**src/rtl/mini_lab0_pkg.sv**
```systemverilog
// Shared types and defaults for the switch-to-LED mirror sequencer.
package mini_lab0_pkg;

   localparam int              WIDTH_DEF        = 10;
   localparam int              POLL_CYCLES_DEF  = 2;
   localparam logic [9:0]      HALT_PATTERN_DEF = 10'h3FF;

   // Sequencer states; the fourth encoding is illegal and recovers to POLL.
   typedef enum logic [1:0] {
      POLL   = 2'd0,
      UPDATE = 2'd1,
      HALT   = 2'd2
   } state_t;

   // Bits needed for a counter that spans 0..n-1 (at least one bit).
   function automatic int cnt_width(input int n);
      return (n > 1) ? $clog2(n) : 1;
   endfunction

endpackage

```
**src/rtl/mini_lab0_if.sv**
```systemverilog
// Switch/LED bus between the board pins and the sequencer.
interface mini_lab0_if
   import mini_lab0_pkg::*;
#(
   parameter int WIDTH = WIDTH_DEF
);
   logic [WIDTH-1:0] sw;
   logic [WIDTH-1:0] ledr;

   // Board side drives the switches and watches the LEDs.
   modport master (output sw, input ledr);
   // Sequencer side reads the switches and owns the LED register.
   modport slave  (input sw, output ledr);
endinterface

```
**src/rtl/mini_lab0_ctrl.sv**
```systemverilog
// Polling sequencer: waits POLL_CYCLES, then spends one UPDATE cycle
// copying the switches onto the LEDs, or halts on the halt pattern.
module mini_lab0_ctrl
   import mini_lab0_pkg::*;
#(
   parameter int               WIDTH        = WIDTH_DEF,
   parameter int               POLL_CYCLES  = POLL_CYCLES_DEF,
   parameter logic [WIDTH-1:0] HALT_PATTERN = HALT_PATTERN_DEF
)(
   input  logic        i_clk,
   input  logic        i_rst_n,
   mini_lab0_if.slave  bus
);

   localparam int            CW       = cnt_width(POLL_CYCLES);
   localparam logic [CW-1:0] CNT_LAST = CW'(POLL_CYCLES - 1);

   state_t           r_state;
   state_t           w_state_nxt;
   logic [CW-1:0]    r_cnt;
   logic [CW-1:0]    w_cnt_nxt;
   logic [WIDTH-1:0] r_ledr;
   logic [WIDTH-1:0] w_ledr_nxt;
   logic             hlt;
   logic             w_hlt_nxt;
   logic             update_LED;

   // State, poll counter, LED register and halt flag; reset is immediate.
   always_ff @(posedge i_clk or negedge i_rst_n) begin
      if (!i_rst_n) begin
         r_state <= POLL;
         r_cnt   <= '0;
         r_ledr  <= '0;
         hlt     <= 1'b0;
      end else begin
         r_state <= w_state_nxt;
         r_cnt   <= w_cnt_nxt;
         r_ledr  <= w_ledr_nxt;
         hlt     <= w_hlt_nxt;
      end
   end

   // Next-state and output decode. SW is sampled at the edge that closes
   // UPDATE, so a switch change made mid-UPDATE still lands on the LEDs.
   always_comb begin
      w_state_nxt = r_state;
      w_cnt_nxt   = r_cnt;
      w_ledr_nxt  = r_ledr;
      w_hlt_nxt   = hlt;
      update_LED  = 1'b0;
      case (r_state)
         POLL: begin
            if (r_cnt == CNT_LAST) begin
               w_state_nxt = UPDATE;
               w_cnt_nxt   = '0;
            end else begin
               w_cnt_nxt   = r_cnt + CW'(1);
            end
         end
         UPDATE: begin
            update_LED = 1'b1;
            w_cnt_nxt  = '0;
            if (bus.sw == HALT_PATTERN) begin
               // LEDs keep the last mirrored value once halted.
               w_state_nxt = HALT;
               w_hlt_nxt   = 1'b1;
            end else begin
               w_ledr_nxt  = bus.sw;
               w_state_nxt = POLL;
            end
         end
         HALT: begin
            // Absorbing: only reset leaves, switches are ignored.
            w_cnt_nxt = '0;
            w_hlt_nxt = 1'b1;
         end
         default: begin
            w_state_nxt = POLL;
            w_cnt_nxt   = '0;
         end
      endcase
   end

   assign bus.ledr = r_ledr;

endmodule

```
**src/rtl/mini_lab0.sv**
```systemverilog
// Board-level top: pins in, LEDs out; KEY0 is the active-low reset.
module mini_lab0
   import mini_lab0_pkg::*;
#(
   parameter int               WIDTH        = WIDTH_DEF,
   parameter int               POLL_CYCLES  = POLL_CYCLES_DEF,
   parameter logic [WIDTH-1:0] HALT_PATTERN = HALT_PATTERN_DEF
)(
   input  logic             clk,
   input  logic             KEY0,
   input  logic [WIDTH-1:0] SW,
   output logic [WIDTH-1:0] LEDR
);

   logic w_rst_n;

   // Push-button reads 0 when pressed, which is the reset level we want.
   assign w_rst_n = KEY0;

   mini_lab0_if #(.WIDTH(WIDTH)) w_bus ();

   // Switches go straight in with no synchronizer: they are quasi-static.
   assign w_bus.sw = SW;
   assign LEDR     = w_bus.ledr;

   mini_lab0_ctrl #(
      .WIDTH        (WIDTH),
      .POLL_CYCLES  (POLL_CYCLES),
      .HALT_PATTERN (HALT_PATTERN)
   ) icpu (
      .i_clk   (clk),
      .i_rst_n (w_rst_n),
      .bus     (w_bus)
   );

endmodule

```
**config.mk**
```make
export PLATFORM = sky130hd
export DESIGN_NAME = mini_lab0
export DESIGN_NICKNAME = d
export VERILOG_FILES = /design/src/rtl/mini_lab0_pkg.sv /design/src/rtl/mini_lab0_if.sv /design/src/rtl/mini_lab0_ctrl.sv /design/src/rtl/mini_lab0.sv
export SDC_FILE = /design/constraint.sdc
export NUM_CORES = 1
export LEC_CHECK = 0
export CORE_AREA = 4 4 55 57
export DETAILED_ROUTE_END_ITERATION = 6
export DIE_AREA = 0 0 59 61
export GPL_ROUTABILITY_DRIVEN = 0
export GPL_TIMING_DRIVEN = 0
export PLACE_DENSITY = 0.48
export SLEW_MARGIN = 20
export SYNTH_ARGS = -nofsm -noshare
export SYNTH_HDL_FRONTEND = slang
export SYNTH_HIERARCHICAL = 1
export SYNTH_SLANG_ARGS = --single-unit
```
**constraint.sdc**
```tcl
create_clock -name clk -period 1.3 [get_ports clk]
set_input_delay 0.325 -clock clk [delete_from_list [all_inputs] [get_ports clk]]
set_output_delay 0.325 -clock clk [all_outputs]
set_load 0.02 [all_outputs]
```
* Word level (Yosys, flattened, before mapping) *
Cells that the tools add are included.

storage, ports and cells
  register bits = 13
  bits in latches = 0
  memory bits (writable) = 0
  ROM bits = 0
  bits of input ports = 12
  word-level logic and storage cells = 18
  memories = 0

cells by class
  add/sub/neg operators = 1
  multiply operators = 0
  divide/modulo/power cells = 0
  magnitude comparators = 0
  equal/unequal tests = 4
  shift operators = 0
  muxes and demuxes = 5
  bitwise gates (word level) = 2
  reduce and logical (&&, ||, !) cells = 3

operators by type and width
  kind                                                              count
  10-bit == test (second input constant)                            1
  2-bit case mux with 3 select lines                                1
  2-bit two-way mux                                                 2
  2-bit AND reduction                                               2
  2-bit by 1-bit == test with 1-bit output (second input constant)  1
  2-bit == test (second input constant)                             1
  2-bit logical NOT                                                 1
  1-bit two-way mux                                                 2
  2-bit by 1-bit != test with 1-bit output (second input constant)  1
  1-bit inverter                                                    2
  1-bit adder (second input constant)                               1

* Logic depth before layout (Yosys ltp) *
Gate-level depths: netlist of run 1.

  word-level depth = 3
  depth in mapped cells = 4
  depth with buffers taken out = 3

* Worst setup path after synthesis of run 1 *
Ideal clock, no wire load.

  kind = in2reg
  start = input port SW[9]
  end = register icpu.r_ledr[6], in the netlist icpu/bus.ledr[6]
  data arrival time = 1093 ps
  required time = 1175 ps
  setup slack = 82 ps
  cell stages on the path = 3
  path buffers = 0
  path through = and4_4 -> a41o_4 -> mux2_4

between the ends
  word-level cells in the longest chain between the ends = 3

ends and longest elaborated chain
  what                                  line                  source
  start: declaration                    mini_lab0.sv:11       input logic [WIDTH-1:0] SW,
  10-bit == test                        mini_lab0_ctrl.sv:63  if (bus.sw == HALT_PATTERN) begin
  1-bit inverter (no source line)       n/a
  2-bit AND reduction (no source line)  n/a
  end signal: assignment                mini_lab0_ctrl.sv:38  r_ledr <= w_ledr_nxt;
  end: declaration                      mini_lab0_ctrl.sv:22  logic [WIDTH-1:0] r_ledr;

No other way between the ends.
A chain may end at the register's enable or synchronous reset.

* Worst setup path after layout of run 1 *
  start = input port SW[5]
  end = register icpu.r_ledr[9], in the netlist icpu/bus.ledr[9]

Same word-level chain as after synthesis.

==> results of run 1 <==
layout make-up:
cell class | instances | area (µm²) | area share (%)
Inverter | 5 | 18.77 | 2.183
Multi-Input combinational cell | 32 | 264.0 | 30.71
Tap cell | 30 | 37.54 | 4.367
Clock buffer | 4 | 26.28 | 3.057
Buffer | 1 | 7.507 | 0.8734
Sequential cell | 13 | 325.3 | 37.85
Timing Repair Buffer | 22 | 180.2 | 20.96
routing by layer:
metal,wire length (µm),vias up
met5,0,-
met4,13,0
met3,105,2
met2,606,16
met1,651,244
li1,-,242
layout by cell type, fill, tap and decap left out:
cell type and count:
inv_1 5, a21oi_1 1, dlygate4sd2_1 10, nand4_1 2, and4_4 2, nor3b_1 1, mux2i_1 4, clkbuf_1 1
clkbuf_2 6, clkdlybuf4s50_1 1, dfrtp_1 13, buf_4 2, clkbuf_4 3, nor2_1 1, nand2b_1 1, nand2b_4 1
nand2_1 3, o22a_1 2, mux2_4 3, a41o_4 1, clkdlybuf4s15_2 4, a31oi_1 6, nor3_1 3, o21ai_0 1
power by group through the flow:
| stage | Sequential [mW] | Clock [mW] | Combinational [mW] |
|---|---|---|---|
| after floorplan | 0.457 | 0 | 0.0265 |
| after global placement | 0.438 | 0 | 0.137 |
| after detailed placement | 0.438 | 0 | 0.138 |
| after CTS | 0.430 | 0.260 | 0.121 |
| after global routing | 0.433 | 0.277 | 0.125 |
| final | 0.430 | 0.244 | 0.114 |
state kept, by name, indices dropped and copies added, names as in the netlist:
signal and cells:
icpu/r_cnt 1, icpu/bus.ledr 10, icpu/r_state 2
metrics by stage:
stage / cells / util, % / hold WS, ps / cell area (µm²) / setup WS (ps)
after floorplan: 51 / - / 29.41 / 615.6 / 81.83
after global placement: 102 / 34.85 / 407.8 / 863.3 / -509.4
after detailed placement: 102 / 34.85 / 421.0 / 863.3 / -520.9
after CTS: 107 / 35.91 / 424.3 / 889.6 / 4.645
after global routing: 107 / 34.70 / 443.3 / 859.6 / 2.229
final: 107 / 34.70 / 422.4 / 859.6 / 33.29
timing repair:
item | CTS | global route
pin swaps | 2 | 0
gates resized for setup | 34 | 6
endpoints found under the setup margin | 13 | 6
setup buffers | 1 | 0
worst min path at each step:
stage	from	end	slack, ps	depth (start not counted)
global route	SW[0]	icpu/bus.ledr[1]$_DFFE_PN0P_	440	2
CTS	SW[4]	icpu/bus.ledr[5]$_DFFE_PN0P_	420	2
global placement	icpu/r_cnt$_DFF_PN0_	icpu/r_cnt$_DFF_PN0_	410	1
detailed placement	icpu/r_cnt$_DFF_PN0_	icpu/r_cnt$_DFF_PN0_	420	1
finish	icpu/r_cnt$_DFF_PN0_	icpu/r_cnt$_DFF_PN0_	420	1
floorplan	KEY0	icpu/bus.ledr[0]$_DFFE_PN0P_	30	0
cells by family after synthesis:
kind of cell	share of synthesized area [%]
AOI/OAI and AO/OA	14.02
buffers and inverters	4.269
DFF	52.85
muxes	13.82
and+or+nand+nor	15.04
critical path, delay by kind of cell:
family	cells	cell delay (ps)
AOI/OAI and AO/OA	1	270
buffers and inverters	1	270
muxes	1	300
and+or+nand+nor	1	270
==> run_results.csv, run 1 <==
group,metric,value,unit
run_status,status,"finished, final reports clean",
critical_path,worst_setup_path_start_kind,"primary input",
sta,max_freq,789.4,MHz
synth,syn-cell-area,615.6,µm²
grt,met1_usage,10.49,%
grt,grt.total_usage,8.381,%
power,seqPwrFrac,54.6,%
critical_path,worstPathArrival,1430,ps
synth,syn_nets,63,
synth,syn_area_per_cell,12.07,µm²
power,p_leak,0.4335,nW
grt,grt_pass1_vias,502,
critical_path,critPathLaunch,"SW[5]",
sta,rsz0062_at_grt,"false",
cts,cts_buffer_depth,2,
sta,fin_worst_skew,1.495,ps
critical_path,critPathKind,"primary input to flip-flop",
synth,async_flop_share,100.0,%
sta,worst_pin_slew,634.2,ps
sta,period_minus_slack,1267,ps
power,p_sw,0.1975,mW
finish,num-fill-cells,276,
placement,portBuffers,21,
critical_path,r2r-end,"icpu/bus.ledr[9]$_DFFE_PN0P_",
critical_path,crit_path_end_kind,"flip-flop",
power,switching_share,25.06,%
critical_path,critPathRequiredTime,1460,ps
run,cap_violations,0,
power,pwr-share-clk,30.9,%
grt,grt_pass1_wl,2.187,mm
detailed_routing,avgRoutedWirePerCell,12.87,µm
synth,yosys_warnings,6,
grt,grt_max_degree,14,
sta,hold_violations,0,
detailed_routing,drcViolationCount,0,
floorplan,die_area,3599,µm²
cts,cts_buffers,3,
hold_path,worst_hold_path_type,"flip-flop to flip-flop",
power,combPwrFrac,14.5,%
grt,gr-usage-met2,12.15,%
cts,clock-sinks,13,
detailed_routing,num_vias,504,
power,p_per_area,916.8,nW/µm²
floorplan,die_h,61,µm
synth,synth_flop_cell,"dfrtp_1",
finish,layout-drive-gt1-share,28.57,%
cts,cts_tree,"built",
synth,yosys_register_bits,13,
synth,synth_area_leader_cell,"dfrtp_1",
floorplan,die_w,59,µm
detailed_routing,via_per_inst,4.710,
synth,yosysMostFrequentCell,"dfrtp_1",
grt,antenna_found_initial,0,
grt,grt_busiest_layer,"met2",
detailed_routing,drt_wl_total,1.377,mm
critical_path,ff2ff_path_depth,3,
sta,max_slew_margin,57.59,%
detailed_routing,drt_iter0_drc,13,
cts,postCtsHoldBufs,0,
synth,yosysSeqAreaShare,52.85,%
power,cellInternalPower,0.5906,mW
floorplan,fp.coreArea,2477,µm²
power,ir_drop,0.4792,mV
sta,setup_viol,0,
finish,diodes,0,
synth,syn_inst,51,
synth,synth.distinct_cells,18,
synth,synth_common_cells,"13 x dfrtp_1, 6 x a31oi_1, 5 x inv_1, 4 x mux2i_1",
grt,grtUsageMet3,4.681,%
synth,yosysTopAreaCellShare,52.85,%
sta,finalCritPeriodShare,97.44,%
critical_path,cp_max_fo,4,
cts,cts.reportedPaths.clkPinSlew,70,ps
critical_path,slowest_delay,300,ps
critical_path,critPathSlowestCell,"mux2_4",
sta,finalSetupTns,0,ps
finish,nets,90,
synth,synth-edff-count,0,
floorplan,ios,22,
critical_path,r2r_start,"icpu/r_state[1]$_DFFE_PN0P_",
cts,cts_root_buf,"clkbuf_4",
sta,report.final.slew_viol_count,0,
detailed_routing,drtAntennaViolNets,0,
floorplan,num_rows,18,
critical_path,crit_chain,"dlygate4sd2_1 > and4_4 > a41o_4 > mux2_4",
detailed_routing,drtPass1Iterations,4,
cts,cts_max_level,1,
finish,area_growth,39.63,%
synth,ys_top_cells_by_area,"dfrtp_1 53%, mux2_4 7.3%, mux2i_1 6.5%, a31oi_1 6.1%, and4_4 3.7%",
critical_path,reg2reg_slack,50,ps
floorplan,start_util,24.85,%
grt,overflow,0,
cts,insertion_delay,270,ps
power,finalPower,0.7880,mW
critical_path,cp-endpoint,"icpu/bus.ledr[9]$_DFFE_PN0P_",
Note: power is estimated with default switching activity, not from simulation.
==> inputs of run 2 (changes only) <==
- ABC_AREA: default -> 1
- CORE_AREA: 4 4 55 57 -> 5 5 54 56
- PLACE_DENSITY: 0.48 -> 0.49
==> run_results.csv, run 2 <==
group,metric,value,unit
finish,final_area,848.3,µm²
detailed_routing,drtAntennaViolNets,0,
run,cap_violations,0,
synth,synth_flop_cell,"dfrtp_1",
cts,insertion_delay,280,ps
synth,syn_area_per_cell,8.856,µm²
sta,max_freq,787.3,MHz
synth,synth-edff-count,0,
critical_path,worstPathArrival,950,ps
placement,portBuffers,21,
critical_path,cp_num_buf_inv,1,
synth,yosys_warnings,6,
sta,period_minus_slack,1270,ps
cts,cts_tree,"built",
sta,whs,332.6,ps
synth,syn-cell-area,566.8,µm²
finish,final_common_cell,"nand2_1",
synth,synth_common_cells,"26 x nand2_1, 13 x dfrtp_1, 9 x nand3_1, 3 x inv_1",
synth,yosysMostFrequentCell,"nand2_1",
power,p_leak,0.4569,nW
critical_path,cp_max_fo,2,
detailed_routing,num_vias,518,
critical_path,slowest_delay,380,ps
cts,cts.reportedPaths.clkPinSlew,90,ps
synth,syn_inst,64,
synth,synth.distinct_cells,13,
synth,syn_nets,76,
power,p_per_area,851.0,nW/µm²
critical_path,crit_path_end_kind,"output port",
hold_path,worst_hold_path_type,"primary input to flip-flop",
detailed_routing,drcViolationCount,0,
grt,grt_pass1_wl,2.408,mm
detailed_routing,drt_wl_total,1.365,mm
grt,antenna_found_initial,0,
finish,layout-drive-gt1-share,25.84,%
cts,cts_root_buf,"clkbuf_4",
floorplan,ios,22,
detailed_routing,via_per_inst,4.353,
sta,setup_viol,0,
synth,yosysSeqAreaShare,57.40,%
grt,overflow,0,
critical_path,worst_setup_path_start_kind,"flip-flop",
finish,layout_common_cells,"23 x nand2_1, 13 x dfrtp_1, 9 x nand3_1, 7 x clkdlybuf4s50_1, 7 x clkbuf_2",
sta,max_slew_margin,61.54,%
floorplan,die_h,61,µm
critical_path,critPathRequiredTime,980,ps
floorplan,fp.coreArea,2387,µm²
sta,worst_pin_slew,575.0,ps
placement,place_area,814.5,µm²
detailed_routing,drtPass1Iterations,4,
finish,largest_reg_flops,10,
grt,grt_pass1_vias,538,
hold_path,min_delay_path_depth,3,
detailed_routing,avgRoutedWirePerCell,11.47,µm
sta,hold_violations,0,
floorplan,die_area,3599,µm²
critical_path,critPathKind,"flip-flop to output port",
sta,fin_worst_skew,0.1633,ps
detailed_routing,drt_iter0_drc,10,
finish,nets,102,
critical_path,cp.depth,1,
floorplan,die_w,59,µm
synth,async_flop_share,100.0,%
critical_path,ff2ff_path_depth,4,
grt,grt.total_usage,8.914,%
synth,yosys_register_bits,13,
cts,cts_buffer_depth,2,
critical_path,crit_chain,"clkdlybuf4s15_1",
grt,grt_max_degree,14,
finish,area_growth,49.67,%
power,ir_drop,0.6217,mV
sta,finalCritPeriodShare,97.70,%
run_status,status,"finished, final reports clean",
synth,ys_top_cells_by_area,"dfrtp_1 57%, nand2_1 17%, nand3_1 7.9%, nand3_2 3.5%, nor2_2 2.2%",
finish,diodes,0,
sta,report.final.slew_viol_count,0,
cts,cts_buffers,3,
floorplan,start_util,23.74,%
placement,dp_hpwl,992,µm
cts,clock-sinks,13,
cts,cts_max_level,1,
synth,yosysTopAreaCellShare,57.40,%
critical_path,critPathTopFamily,"flip-flops",
synth,synth_area_leader_cell,"dfrtp_1",
floorplan,num_rows,18,
critical_path,critPathSlowestCell,"dfrtp_1",
[run 2: through the flow]
step                      utilization, %  cells  setup WS (ps)  total power [mW]  setup TNS [ps]
after floorplan                        -     64          346.8            0.4201               0
after global placement             34.12    115         -252.0            0.4673           -2513
after detailed placement           34.12    115         -264.4            0.4667           -2600
after CTS                          35.32    119          1.601            0.7294               0
after global routing               35.53    119         -9.269            0.7530          -9.269
final                              35.53    119          29.89            0.7219               0
[run 2: layer usage]
| metal | track usage, % | up-vias | part of all wire (%) |
|---|---|---|---|
| li1 | - | 256 | - |
| met1 | 10.62 | 244 | 45 |
| met2 | 14.83 | 16 | 45 |
| met3 | 4.681 | 2 | 8.1 |
| met4 | 0.9709 | 0 | 0.88 |
| met5 | 0 | - | 0 |
[run 2: logic make-up after synthesis]
kind of cell / share of synthesized area [%]
compound gates: 0.8822
buf+inv: 5.298
flops: 57.39
simple gates: 36.42
[run 2: path summary, 6_finish.rpt]
path                                         startpoint                           end  slack, ps
setup / recovery           icpu/bus.ledr[0]$_DFFE_PN0P_                       LEDR[0]         30
hold / removal                                    SW[5]  icpu/bus.ledr[5]$_DFFE_PN0P_        330
setup reg to reg            icpu/r_state[1]$_DFFE_PN0P_  icpu/bus.ledr[9]$_DFFE_PN0P_        220
hold reg to reg                    icpu/r_cnt$_DFF_PN0_          icpu/r_cnt$_DFF_PN0_        420
max in group asynchronous                          KEY0  icpu/bus.ledr[8]$_DFFE_PN0P_        520
min in group asynchronous                          KEY0  icpu/bus.ledr[0]$_DFFE_PN0P_        410
[run 2: report_power, final]
group / internal (mW) / switching, mW / total (mW)
clock: 0.114 / 0.144 / 0.258
combinational: 0.0324 / 0.0273 / 0.0597
sequential: 0.404 / 0 / 0.404
[run 2: cell type report]
class	instances	area [µm²]
plain buffers	2	22.52
inverters	3	11.26
repair buffers	21	180.2
well taps	30	37.54
flip-flops and latches	13	325.3
clock buffers	3	22.52
multi-input cells	46	244.0
clock inverters	1	5.005
fillers	279	1539
[run 2: timing repair]
item,CTS,global route
gates resized for setup,21,21
setup buffers,0,0
setup endpoints to repair,10,18
hold buffers,0,0
pin swaps,0,2
==> inputs of run 3 (changes only) <==
--- a/config.mk
+++ b/config.mk
@@ -8,2 +8,4 @@
 export ABC_AREA = 1
+export CELL_PAD_IN_SITES_DETAIL_PLACEMENT = 0
+export CELL_PAD_IN_SITES_GLOBAL_PLACEMENT = 1
 export CORE_AREA = 5 5 54 56
@@ -13,3 +15,3 @@
 export GPL_TIMING_DRIVEN = 0
-export PLACE_DENSITY = 0.49
+export PLACE_DENSITY = 0.64
 export SLEW_MARGIN = 20
--- a/constraint.sdc
+++ b/constraint.sdc
@@ -3,2 +3,2 @@
 set_output_delay 0.325 -clock clk [all_outputs]
-set_load 0.02 [all_outputs]
+set_load 0.05 [all_outputs]
==> run_results.csv, run 3 (synthesized netlist as in run 2, its figures left out) <==
group,metric,value,unit
run_status,status,"finished, final reports clean",
cts,cts.reportedPaths.clkPinSlew,80,ps
sta,setup_viol,0,
floorplan,fp.coreArea,2387,µm²
grt,overflow,0,
finish,nets,102,
finish,num-fill-cells,275,
placement,place_area,814.5,µm²
detailed_routing,drcViolationCount,0,
power,combPwrFrac,7.9,%
cts,cts_buffer_depth,2,
critical_path,path_common_cell,"nand2_1",
sta,report.final.slew_viol_count,0,
floorplan,ios,22,
power,p_per_area,888.5,nW/µm²
finish,final_area,790.8,µm²
placement,portBuffers,21,
finish,diodes,0,
sta,fin_worst_skew,0.6148,ps
cts,clock-sinks,13,
sta,rsz0062_at_grt,"true",
cts,cts_buffers,3,
floorplan,die_area,3599,µm²
placement,dp_hpwl,1.040,mm
finish,largest_reg_flops,10,
grt,grt_pass1_vias,507,
grt,antenna_found_initial,0,
cts,post_cts_buffers,0,
finish,finalCoreUtilization,33.12,%
detailed_routing,drtPass1Iterations,3,
power,pwr-share-clk,34.6,%
finish,area_growth,39.51,%
sta,max_freq,804.5,MHz
detailed_routing,via_per_inst,4.244,
critical_path,critPathSlowestCell,"clkdlybuf4s50_1",
power,ir_drop,0.3254,mV
finish,layout_common_cells,"26 x nand2_1, 13 x dfrtp_1, 11 x clkdlybuf4s50_1, 10 x buf_2, 9 x nand3_1",
detailed_routing,drtAntennaViolNets,0,
critical_path,crit_path_end_kind,"flip-flop",
grt,grt_max_degree,14,
floorplan,die_w,59,µm
grt,grt_pass1_wl,2.263,mm
finish,layout-drive-gt1-share,22.47,%
power,cellInternalPower,0.5549,mW
critical_path,cp_max_fo,10,
cts,cts_max_level,1,
power,p_sw,0.1476,mW
grt,grt.total_usage,8.861,%
sta,finalCritPeriodShare,95.62,%
critical_path,critPathRequiredTime,1460,ps
critical_path,critPathKind,"primary input to flip-flop",
floorplan,num_rows,18,
detailed_routing,drt_wl_total,1.443,mm
cts,insertion_delay,270,ps
sta,period_minus_slack,1243,ps
critical_path,slowest_delay,490,ps
run,cap_violations,0,
sta,worst_pin_slew,646.3,ps
power,switching_share,21.01,%
floorplan,start_util,23.74,%
critical_path,worst_setup_path_start_kind,"primary input",
critical_path,crit_chain,"clkdlybuf4s50_1 > nand2_1 > nor2_2 > nand3_2 > buf_6 > nand3_1 > nand2_1",
hold_path,worst_hold_path_type,"flip-flop to flip-flop",
finish,final_common_cell,"nand2_1",
critical_path,worstPathArrival,1410,ps
detailed_routing,drt_iter0_drc,7,
cts,postCtsHoldBufs,0,
sta,hold_violations,0,
cts,cts_root_buf,"clkbuf_4",
detailed_routing,num_vias,505,
power,p_leak,0.4220,nW
cts,cts_tree,"built",
sta,max_slew_margin,56.78,%
detailed_routing,avgRoutedWirePerCell,12.13,µm
power,seqPwrFrac,57.5,%
floorplan,die_h,61,µm
==> run 3: final cells by class <==
| type | instances | area, µm² | area share, % |
|---|---|---|---|
| timing repair buffer | 21 | 160.2 | 20.25 |
| inverter | 3 | 11.26 | 1.424 |
| clock buffer | 4 | 26.28 | 3.323 |
| tap | 30 | 37.54 | 4.747 |
| buffer | 2 | 18.77 | 2.373 |
| multi-input combinational | 46 | 211.5 | 26.74 |
| sequential | 13 | 325.3 | 41.14 |
==> run 3: what timing repair did <==
action / 4_1_cts / 5_1_grt
gates resized for setup: 50 / 0
cloned: 0 / 0
endpoints found under the setup margin: 10 / 1
endpoints found under the hold margin: 0 / 0
==> run 3: final timing paths <==
| path | start | end | slack (ps) | depth (start not counted) |
|---|---|---|---|---|
| worst max-delay path | SW[4] | icpu/bus.ledr[4]$_DFFE_PN0P_ | 60 | 7 |
| worst min register to register | icpu/r_cnt$_DFF_PN0_ | icpu/r_cnt$_DFF_PN0_ | 430 | 1 |
| worst max register to register | icpu/r_state[1]$_DFFE_PN0P_ | icpu/bus.ledr[4]$_DFFE_PN0P_ | 270 | 4 |
| min in group asynchronous | KEY0 | icpu/bus.ledr[8]$_DFFE_PN0P_ | 450 | 1 |
| max in group asynchronous | KEY0 | icpu/bus.ledr[5]$_DFFE_PN0P_ | 440 | 1 |
| worst min-delay path | icpu/r_cnt$_DFF_PN0_ | icpu/r_cnt$_DFF_PN0_ | 430 | 1 |
==> run 3: power by group through the flow <==
stage                     sequential (mW)  clock (mW)  combinational (mW)
after global placement              0.412           0              0.0556
final                               0.404       0.243              0.0557
after detailed placement            0.412           0              0.0561
after CTS                           0.404       0.264              0.0564
after global routing                0.404       0.298              0.0607
after floorplan                     0.412           0             0.00795
==> run 3: metal layers <==
metal / GRT usage (%) / share of wire, %
met5: 0 / 0
met4: 6.796 / 1.2
met3: 3.404 / 8.2
met2: 13.41 / 45
met1: 10.08 / 46
==> run 3: stage by stage <==
stage	std cells	hold WS, ps	TNS (ps)	worst slack [ps]	total power, mW
2_1_floorplan	64	29.41	0	344.7	0.4201
3_3_place_gp	115	399.7	-3742	-220.3	0.4676
3_5_place_dp	115	425.8	-3871	-233.7	0.4681
4_1_cts	119	437.6	0	58.13	0.7249
5_1_grt	119	449.7	-10.94	-10.94	0.7626
6_report	119	432.2	0	56.99	0.7026
==> run 3: critical path: cells and delay by family <==
| family | cells | cell delay (ps) |
|---|---|---|
| and+or+nand+nor | 5 | 450 |
| buffers and inverters | 2 | 650 |
